`config.mk`:
```
export PLATFORM = sky130hd
export DESIGN_NAME = arbiter_wrr
export DESIGN_NICKNAME = d
export VERILOG_FILES = /design/src/rtl/arbiter_wrr.sv
export SDC_FILE = /design/constraint.sdc
export NUM_CORES = 1
export LEC_CHECK = 0
export BUFFER_PORTS_ARGS = -buffer_cell sky130_fd_sc_hd__buf_2
export CELL_PAD_IN_SITES_DETAIL_PLACEMENT = 1
export CELL_PAD_IN_SITES_GLOBAL_PLACEMENT = 1
export CORE_ASPECT_RATIO = 1.25
export CORE_MARGIN = 2
export CORE_UTILIZATION = 41
export DETAILED_ROUTE_END_ITERATION = 7
export PLACE_DENSITY = 0.84
export SLEW_MARGIN = 20
export SYNTH_ARGS = -nofsm -noshare
export SYNTH_HDL_FRONTEND = slang
export SYNTH_SLANG_ARGS = --single-unit
```
`constraint.sdc`:
```
create_clock -name clk -period 4.3 [get_ports clk]
set_clock_uncertainty 0.2 [all_clocks]
set_input_delay 0.43 -clock clk [delete_from_list [all_inputs] [get_ports clk]]
set_output_delay 0.43 -clock clk [all_outputs]
set_load 0.005 [all_outputs]
```
`src/rtl/arbiter_wrr.sv`:
```
// Weighted round-robin arbiter.
// Each grant lasts up to a per-port budget in cycles. The budget is the port's
// weight, or TIMEOUT when the weight is zero. A grant ends early if the owner
// drops its request. Exactly one idle cycle separates consecutive grants, and
// the search for the next owner starts just above the port released last.
module arbiter_wrr #(
  parameter  int NUM_PORTS = 4,
  parameter  int TIMEOUT   = 16,
  parameter  int WEIGHT_W  = 4,
  localparam int ID_W      = (NUM_PORTS > 1) ? $clog2(NUM_PORTS) : 1,
  localparam int TO_W      = $clog2(TIMEOUT + 1),
  localparam int CNT_W     = (WEIGHT_W > TO_W) ? WEIGHT_W : TO_W
) (
  input  logic                          clk,
  input  logic                          rst,
  input  logic [NUM_PORTS-1:0]          request,
  input  logic [NUM_PORTS*WEIGHT_W-1:0] weight,
  output logic [NUM_PORTS-1:0]          grant,
  output logic [ID_W-1:0]               grant_id,
  output logic                          active,
  output logic                          expire
);

  localparam logic [0:0] S_IDLE  = 1'b0;
  localparam logic [0:0] S_GRANT = 1'b1;

  logic [0:0]           state_q, state_d;
  logic [ID_W-1:0]      ptr_q, ptr_d;
  logic [CNT_W-1:0]     cnt_q, cnt_d;
  logic [NUM_PORTS-1:0] grant_q, grant_d;
  logic [ID_W-1:0]      id_q, id_d;
  logic                 active_q, active_d;
  logic                 expire_q, expire_d;

  logic                 sel_found;
  logic [ID_W-1:0]      sel_id;
  logic [WEIGHT_W-1:0]  sel_weight;

  // Pick the first requester at or above ptr, wrapping around to port 0.
  always_comb begin
    // NOTE: every signal written here gets a default first, so no latch is inferred.
    sel_found  = 1'b0;
    sel_id     = '0;
    sel_weight = '0;
    // The upper segment (ptr..N-1) is searched first, then the wrapped one (0..ptr-1).
    for (int j = 0; j < NUM_PORTS; j++) begin
      if (!sel_found && request[j] && (j >= int'(ptr_q))) begin
        sel_found  = 1'b1;
        sel_id     = ID_W'(j);
        sel_weight = weight[j*WEIGHT_W +: WEIGHT_W];
      end
    end
    for (int j = 0; j < NUM_PORTS; j++) begin
      if (!sel_found && request[j] && (j < int'(ptr_q))) begin
        sel_found  = 1'b1;
        sel_id     = ID_W'(j);
        sel_weight = weight[j*WEIGHT_W +: WEIGHT_W];
      end
    end
  end

  // Next-state logic: issue a grant in IDLE, then count down the budget in GRANT.
  always_comb begin
    state_d  = state_q;
    ptr_d    = ptr_q;
    cnt_d    = cnt_q;
    grant_d  = grant_q;
    id_d     = id_q;
    active_d = active_q;
    expire_d = 1'b0;

    case (state_q)
      S_IDLE: begin
        if (sel_found) begin
          state_d  = S_GRANT;
          grant_d  = NUM_PORTS'(1) << sel_id;
          id_d     = sel_id;
          active_d = 1'b1;
          // The weight is captured only here; later changes to it are ignored.
          cnt_d    = (sel_weight != '0) ? (CNT_W'(sel_weight) - CNT_W'(1))
                                        : CNT_W'(TIMEOUT - 1);
        end
      end
      S_GRANT: begin
        if (!request[id_q] || (cnt_q == '0)) begin
          // A dropped request takes priority over budget exhaustion: no expire.
          expire_d = request[id_q];
          state_d  = S_IDLE;
          grant_d  = '0;
          active_d = 1'b0;
          cnt_d    = '0;
          ptr_d    = (int'(id_q) == NUM_PORTS - 1) ? '0 : (id_q + ID_W'(1));
        end else begin
          cnt_d = cnt_q - CNT_W'(1);
        end
      end
      default: state_d = S_IDLE;
    endcase
  end

  // State registers with synchronous active-low reset.
  always_ff @(posedge clk) begin
    // NOTE: non-blocking assignments so every flop samples the pre-edge values together.
    if (!rst) begin
      state_q  <= S_IDLE;
      ptr_q    <= '0;
      cnt_q    <= '0;
      grant_q  <= '0;
      id_q     <= '0;
      active_q <= 1'b0;
      expire_q <= 1'b0;
    end else begin
      state_q  <= state_d;
      ptr_q    <= ptr_d;
      cnt_q    <= cnt_d;
      grant_q  <= grant_d;
      id_q     <= id_d;
      active_q <= active_d;
      expire_q <= expire_d;
    end
  end

  assign grant    = grant_q;
  assign grant_id = id_q;
  assign active   = active_q;
  assign expire   = expire_q;

endmodule

```
======== Yosys cells after proc, flatten, opt, wreduce, memory -nomap -nowiden ========
Cells that the tools add are included.
cells by class
  add/subtract/negate cells ............... 3
  multipliers ............................. 0
  bitwise gates (word level) .............. 1
  multiplexer cells ....................... 36
  eq/ne operators ......................... 3
  magnitude comparators ................... 7
  divide/modulo/power cells ............... 0
  shifts and indexed selects .............. 1
  reductions and logical operators ........ 26
operator list
  cell                                                                           number
  4-bit two-way mux                                                              9
  5-bit two-way mux                                                              3
  1-bit two-way mux                                                              13
  1-bit logical AND                                                              12
  2-bit two-way mux                                                              6
  5-bit case mux with 2 select lines                                             1
  4-bit case mux with 2 select lines                                             1
  1-bit zero test                                                                7
  2-bit AND reduction                                                            3
  5-bit zero test                                                                1
  4-bit by 1-bit subtractor with 5-bit output (second input constant)            1
  5-bit by 1-bit subtractor with 5-bit output (second input constant)            1
  1-bit by 2-bit >= comparator with 1-bit output (first input constant)          2
  1-bit by 2-bit less-than comparator with 1-bit output (first input constant)   2
  1-bit case mux with 2 select lines                                             2
  4-bit nonzero test                                                             1
  1-bit by 2-bit << shifter with 4-bit output (first input constant)             1
  2-bit by 3-bit less-than comparator with 1-bit output (second input constant)  1
  3-bit AND reduction                                                            1
  2-bit by 1-bit adder with 2-bit output (second input constant)                 1
  1-bit binary-select mux with 2-bit select                                      1
  2-bit by 1-bit equality test with 1-bit output (second input constant)         1
  2-bit >= comparator (first input constant)                                     1
  2-bit less-than comparator (first input constant)                              1
  other kinds (4)                                                                4
storage, ports and cells
  RAM bits ................................ 0
  logic and storage cells ................. 84
  bits of input ports ..................... 22
  latch bits .............................. 0
  register bits after elaboration ......... 16
  memory bits (read-only) ................. 0
  output and inout bits ................... 8
  memories ................................ 0

======== Depth between registers and ports, before layout ========
  depth after elaboration ................. 30
  depth in mapped cells ................... 10
  depth with buffers taken out ............ 9

======== Worst setup path before layout ========
OpenSTA, ideal clock, no wires.
  path type ............................... input to register
  from .................................... input request[3]
  to ...................................... register cnt_q[2]
  path buffers ............................ 1
  arrival ................................. 2,020 ps
  path slack .............................. 1,955 ps
  required time ........................... 3,976 ps
  stages .................................. 10
  path through ............................ buf_6 > or3b_4 > a21oi_4 > a21o_1 > o21ai_0 > and2_1 > ha_1 > and3_1 > o21ai_0 > a21boi_0
between the ends
  longest elaborated chain between the ends .. 18
RTL lines
  what                                                                               line  RTL
  start: declaration                                                                 16    input logic [NUM_PORTS-1:0] request,
  1-bit logical AND                                                                  47    if (!sel_found && request[j] && (j >= int'(ptr_q))) begin
  1-bit two-way mux                                                                  47
  1-bit zero test                                                                    54    if (!sel_found && request[j] && (j < int'(ptr_q))) begin
  1-bit logical AND (2 in a row)                                                     54
  1-bit two-way mux                                                                  54
  1-bit zero test                                                                    54
  1-bit logical AND (2 in a row)                                                     54
  1-bit two-way mux                                                                  54
  1-bit zero test                                                                    54
  1-bit logical AND (2 in a row)                                                     54
  4-bit two-way mux                                                                  54
  4-bit by 1-bit subtractor with 5-bit output or 4-bit nonzero test (tied branches)  80    cnt_d = (sel_weight != '0) ? (CNT_W'(sel_weight) - CNT_W'(1))
  5-bit two-way mux                                                                  80
  5-bit two-way mux                                                                  74    if (sel_found) begin
  5-bit case mux with 2 select lines                                                 72    case (state_q)
  end signal: assignment                                                             115   cnt_q <= cnt_d;
  end: declaration                                                                   29    logic [CNT_W-1:0] cnt_q, cnt_d;
Several ways; a longest one is shown, not always the timed one. The select of a mux whose other input is x is not followed.
A chain may end at the register's enable or synchronous reset.

======== Final worst setup path ========
  from .................................... register ptr_q[1]
  to ...................................... register cnt_q[2]
between the ends
  longest elaborated chain between the ends .. 30
RTL lines
  what                                                                               line  RTL
  start: declaration                                                                 28    logic [ID_W-1:0] ptr_q, ptr_d;
  start signal: assignment                                                           114   ptr_q <= ptr_d;
  1-bit by 2-bit >= comparator with 1-bit output                                     47
  1-bit logical AND                                                                  47
  1-bit two-way mux                                                                  47
  1-bit zero test                                                                    47
  1-bit logical AND (2 in a row)                                                     47
  1-bit two-way mux                                                                  47
  1-bit zero test                                                                    47
  1-bit logical AND (2 in a row)                                                     47
  (+11 left out)                                                                     n/a
  1-bit two-way mux                                                                  54
  1-bit zero test                                                                    54
  1-bit logical AND (2 in a row)                                                     54
  4-bit two-way mux                                                                  54
  4-bit by 1-bit subtractor with 5-bit output or 4-bit nonzero test (tied branches)  80
  5-bit two-way mux                                                                  80
  5-bit two-way mux                                                                  74
  5-bit case mux with 2 select lines                                                 72
Several ways; a longest one is shown, not always the timed one. The select of a mux whose other input is x is not followed.

==> metrics.cfg <==
[finish]
drive_above_1_share_pct=19.2
nets=230
seqCellArea_um2=320
nFillCells=433
layout_commonest_cell=buf_2
utilization_pct=48.3
syn_to_final_growth_pct=13.9
mostFrequentLayoutCells=29 x buf_2, 17 x o21ai_0, 16 x dfxtp_1
diodes=0
instances_no_fill=240
multiInputGateArea_um2=948

[setup_path]
r2r_end=cnt_q[2]$_SDFFE_PN0P_
crit_fanout=12
path_class=reg2reg
cp_cell_sequence=or3b_4 -> a21oi_4 -> a21o_1 -> o21ai_0 -> and2_1 -> ha_1 -> and3_1 -> o21ai_0 -> a21boi_0
crit_top_cell=o21ai_0
crit_path_start_kind=flop
reg2reg_from=ptr_q[1]$_SDFFE_PN0P_
reg2regPathDepth=9
crit_arrival_ns=2.53
cpMaxStageDelayCell=dfxtp_1
reg2reg_slack_ns=1.70
end_kind=flop
cp_slowest_stage_delay_ns=0.55
required_ns=4.23

[sta]
max_freq_mhz=385
setup_viol=0
period_needed_ns=2.60
maxSlewViolCount=0
tightest_slew_ns=0.463
relSlewSlack_pct=68.9
rsz0062_at_grt=no
finalHoldViolCount=0
fin_crit_sh_pct=60.5
tns_ns=0
timing.hold.ws_ns=0.244

[die]
pin_count=30
die_h_um=68.0
initial_core_util_pct=42.4
fp-row-count=23
coreArea_um2=3170
die_w_um=55.2
dieArea_um2=3750

[synth]
avgSynthCellArea_um2=7.45
ys.flop_type=dfxtp_1
ys_seq_area_share_pct=23.9
synthTopCellsByArea=dfxtp_1 24%, o21ai_0 6.3%, a21oi_1 5.6%
async_flop_share_pct=0
ys.warnings.count=0
synth_top_cell_area_share_pct=23.9
synth_seq_cells=16
yosysTopAreaCell=dfxtp_1
syn_area_um2=1340
synth-edff-count=0
netlist_instances=180
ys_types=53
syn-num-nets=205

[route]
first_pass_iters=5
drt_iter0_drc=41
vias=1479
avgViaCountPerCell=6.16
drc_errors=0
ant_nets=0
routed_wl_um=4190
drt-wirelength-per-cell_um=17.5

[hold_path]
hold_path_class=reg2reg
hp-start=cnt_q[4]$_SDFFE_PN0P_
hold_end=cnt_q[4]$_SDFFE_PN0P_
hold_depth=2

[clock_tree]
cts-root-buf=clkbuf_8
clock_path_buffers=2
hold_buffers=0
path_clk_slew_ns=0.06
cts_tree=yes
cts.sinks=16
cts_setup_buffers=0
htree_levels=1
postCtsResizedCells=0
cts_buffers=3
insertion_delay_ns=0.25

[power_and_ir_drop]
power_density_nw_per_um2=332
ir_drop_mv=0.258
leakagePower_nw=0.643

[global_route]
grt-ovfl-total=0
grt_usage_pct=24.5
grt_max_degree=16
grt_pass1_vias=1481
grt_pass1_wl_um=6680
antenna_found_initial=0

[placed_design]
dp.cells=237
place_congestion=0.826
port_buffers=29
place_hpwl_um=3250

[status]
status=finished, final reports clean

[run]
maxCapViolations=0

-- per-layer routing --
layer | up-vias | track usage, % | routed length, µm
met5 | - | 0 | 0
li1 | 708 | - | -
met1 | 704 | 27.3 | 1740
met3 | 18 | 1.75 | 142
met2 | 49 | 43.9 | 2130
met4 | 0 | 14.6 | 179
-- critical path, delay by kind of cell, from the launching register on --
| family | cells | cell delay [ns] |
|---|---|---|
| compound gates | 5 | 0.66 |
| flops | 1 | 0.55 |
| fa+ha+maj | 1 | 0.24 |
| simple gates | 3 | 0.83 |
-- through the flow --
step	power (mW)	instance area [µm²]	setup slack, ns
after CTS	0.511	1530	1.74
after global routing	0.546	1530	1.55
after global placement	0.384	1490	1.79
final	0.507	1530	1.70
after detailed placement	0.395	1490	1.72
after floorplan	0.335	1340	1.96
-- kinds of logic after synthesis --
family	Yosys count	synth area share (%)
and+or+nand+nor	75	31.2
buffers and inverters	16	5.41
adders and majority gates	3	2.80
muxes	2	2.43
AOI/OAI and AO/OA	67	33.7
xor gates and xnor gates	1	0.653
DFF	16	23.9
-- power by group --
part	leakage, nW	switching, mW	total (mW)	internal [mW]
sequential	0.131	0.0256	0.193	0.168
combinational	0.490	0.114	0.203	0.0889
clock	0.0216	0.0478	0.110	0.0620
-- final cells by class --
cell class	instances	share of cell area, %
Inverter	7	1.72
Clock buffer	3	2.70
Tap cell	37	3.03
Timing Repair Buffer	29	9.50
Sequential cell	16	21.0
Multi-Input combinational cell	148	62.1
-- cell usage after synthesis (all sizes together) (2+ instances only) --
cell type  instances
o21ai             19
a21oi             17
dfxtp             16
nand2             14
nor2              13
nor2b              8
inv                7
and2               6
nand2b             6
a21boi             5
and3               5
buf                5
nand3              5
clkbuf             4
nor3               4
a21o               3
ha                 3
nand3b             3
o21a               3
a22oi              2
a32oi              2
o21bai             2
o221ai             2
o22ai              2
o31ai              2
or3                2
-- registers in the layout, summed over array words and instances (netlist names) --
name      count
grant         4
active        1
state_q       1
cnt_q         5
ptr_q         2
grant_id      2
expire        1
-- worst max path at each step --
| stage | slack, ns | cells past startpoint | end | from |
|---|---|---|---|---|
| CTS | 1.74 | 9 | cnt_q[2]$_SDFFE_PN0P_ | ptr_q[1]$_SDFFE_PN0P_ |
| floorplan | 1.96 | 10 | cnt_q[2]$_SDFFE_PN0P_ | request[3] |
| global placement | 1.79 | 10 | cnt_q[2]$_SDFFE_PN0P_ | request[0] |
| finish | 1.70 | 9 | cnt_q[2]$_SDFFE_PN0P_ | ptr_q[1]$_SDFFE_PN0P_ |
| detailed placement | 1.72 | 10 | cnt_q[2]$_SDFFE_PN0P_ | request[3] |
| global route | 1.55 | 9 | cnt_q[2]$_SDFFE_PN0P_ | ptr_q[0]$_SDFFE_PN0P_ |
Note: power is estimated with default switching activity, not from simulation.
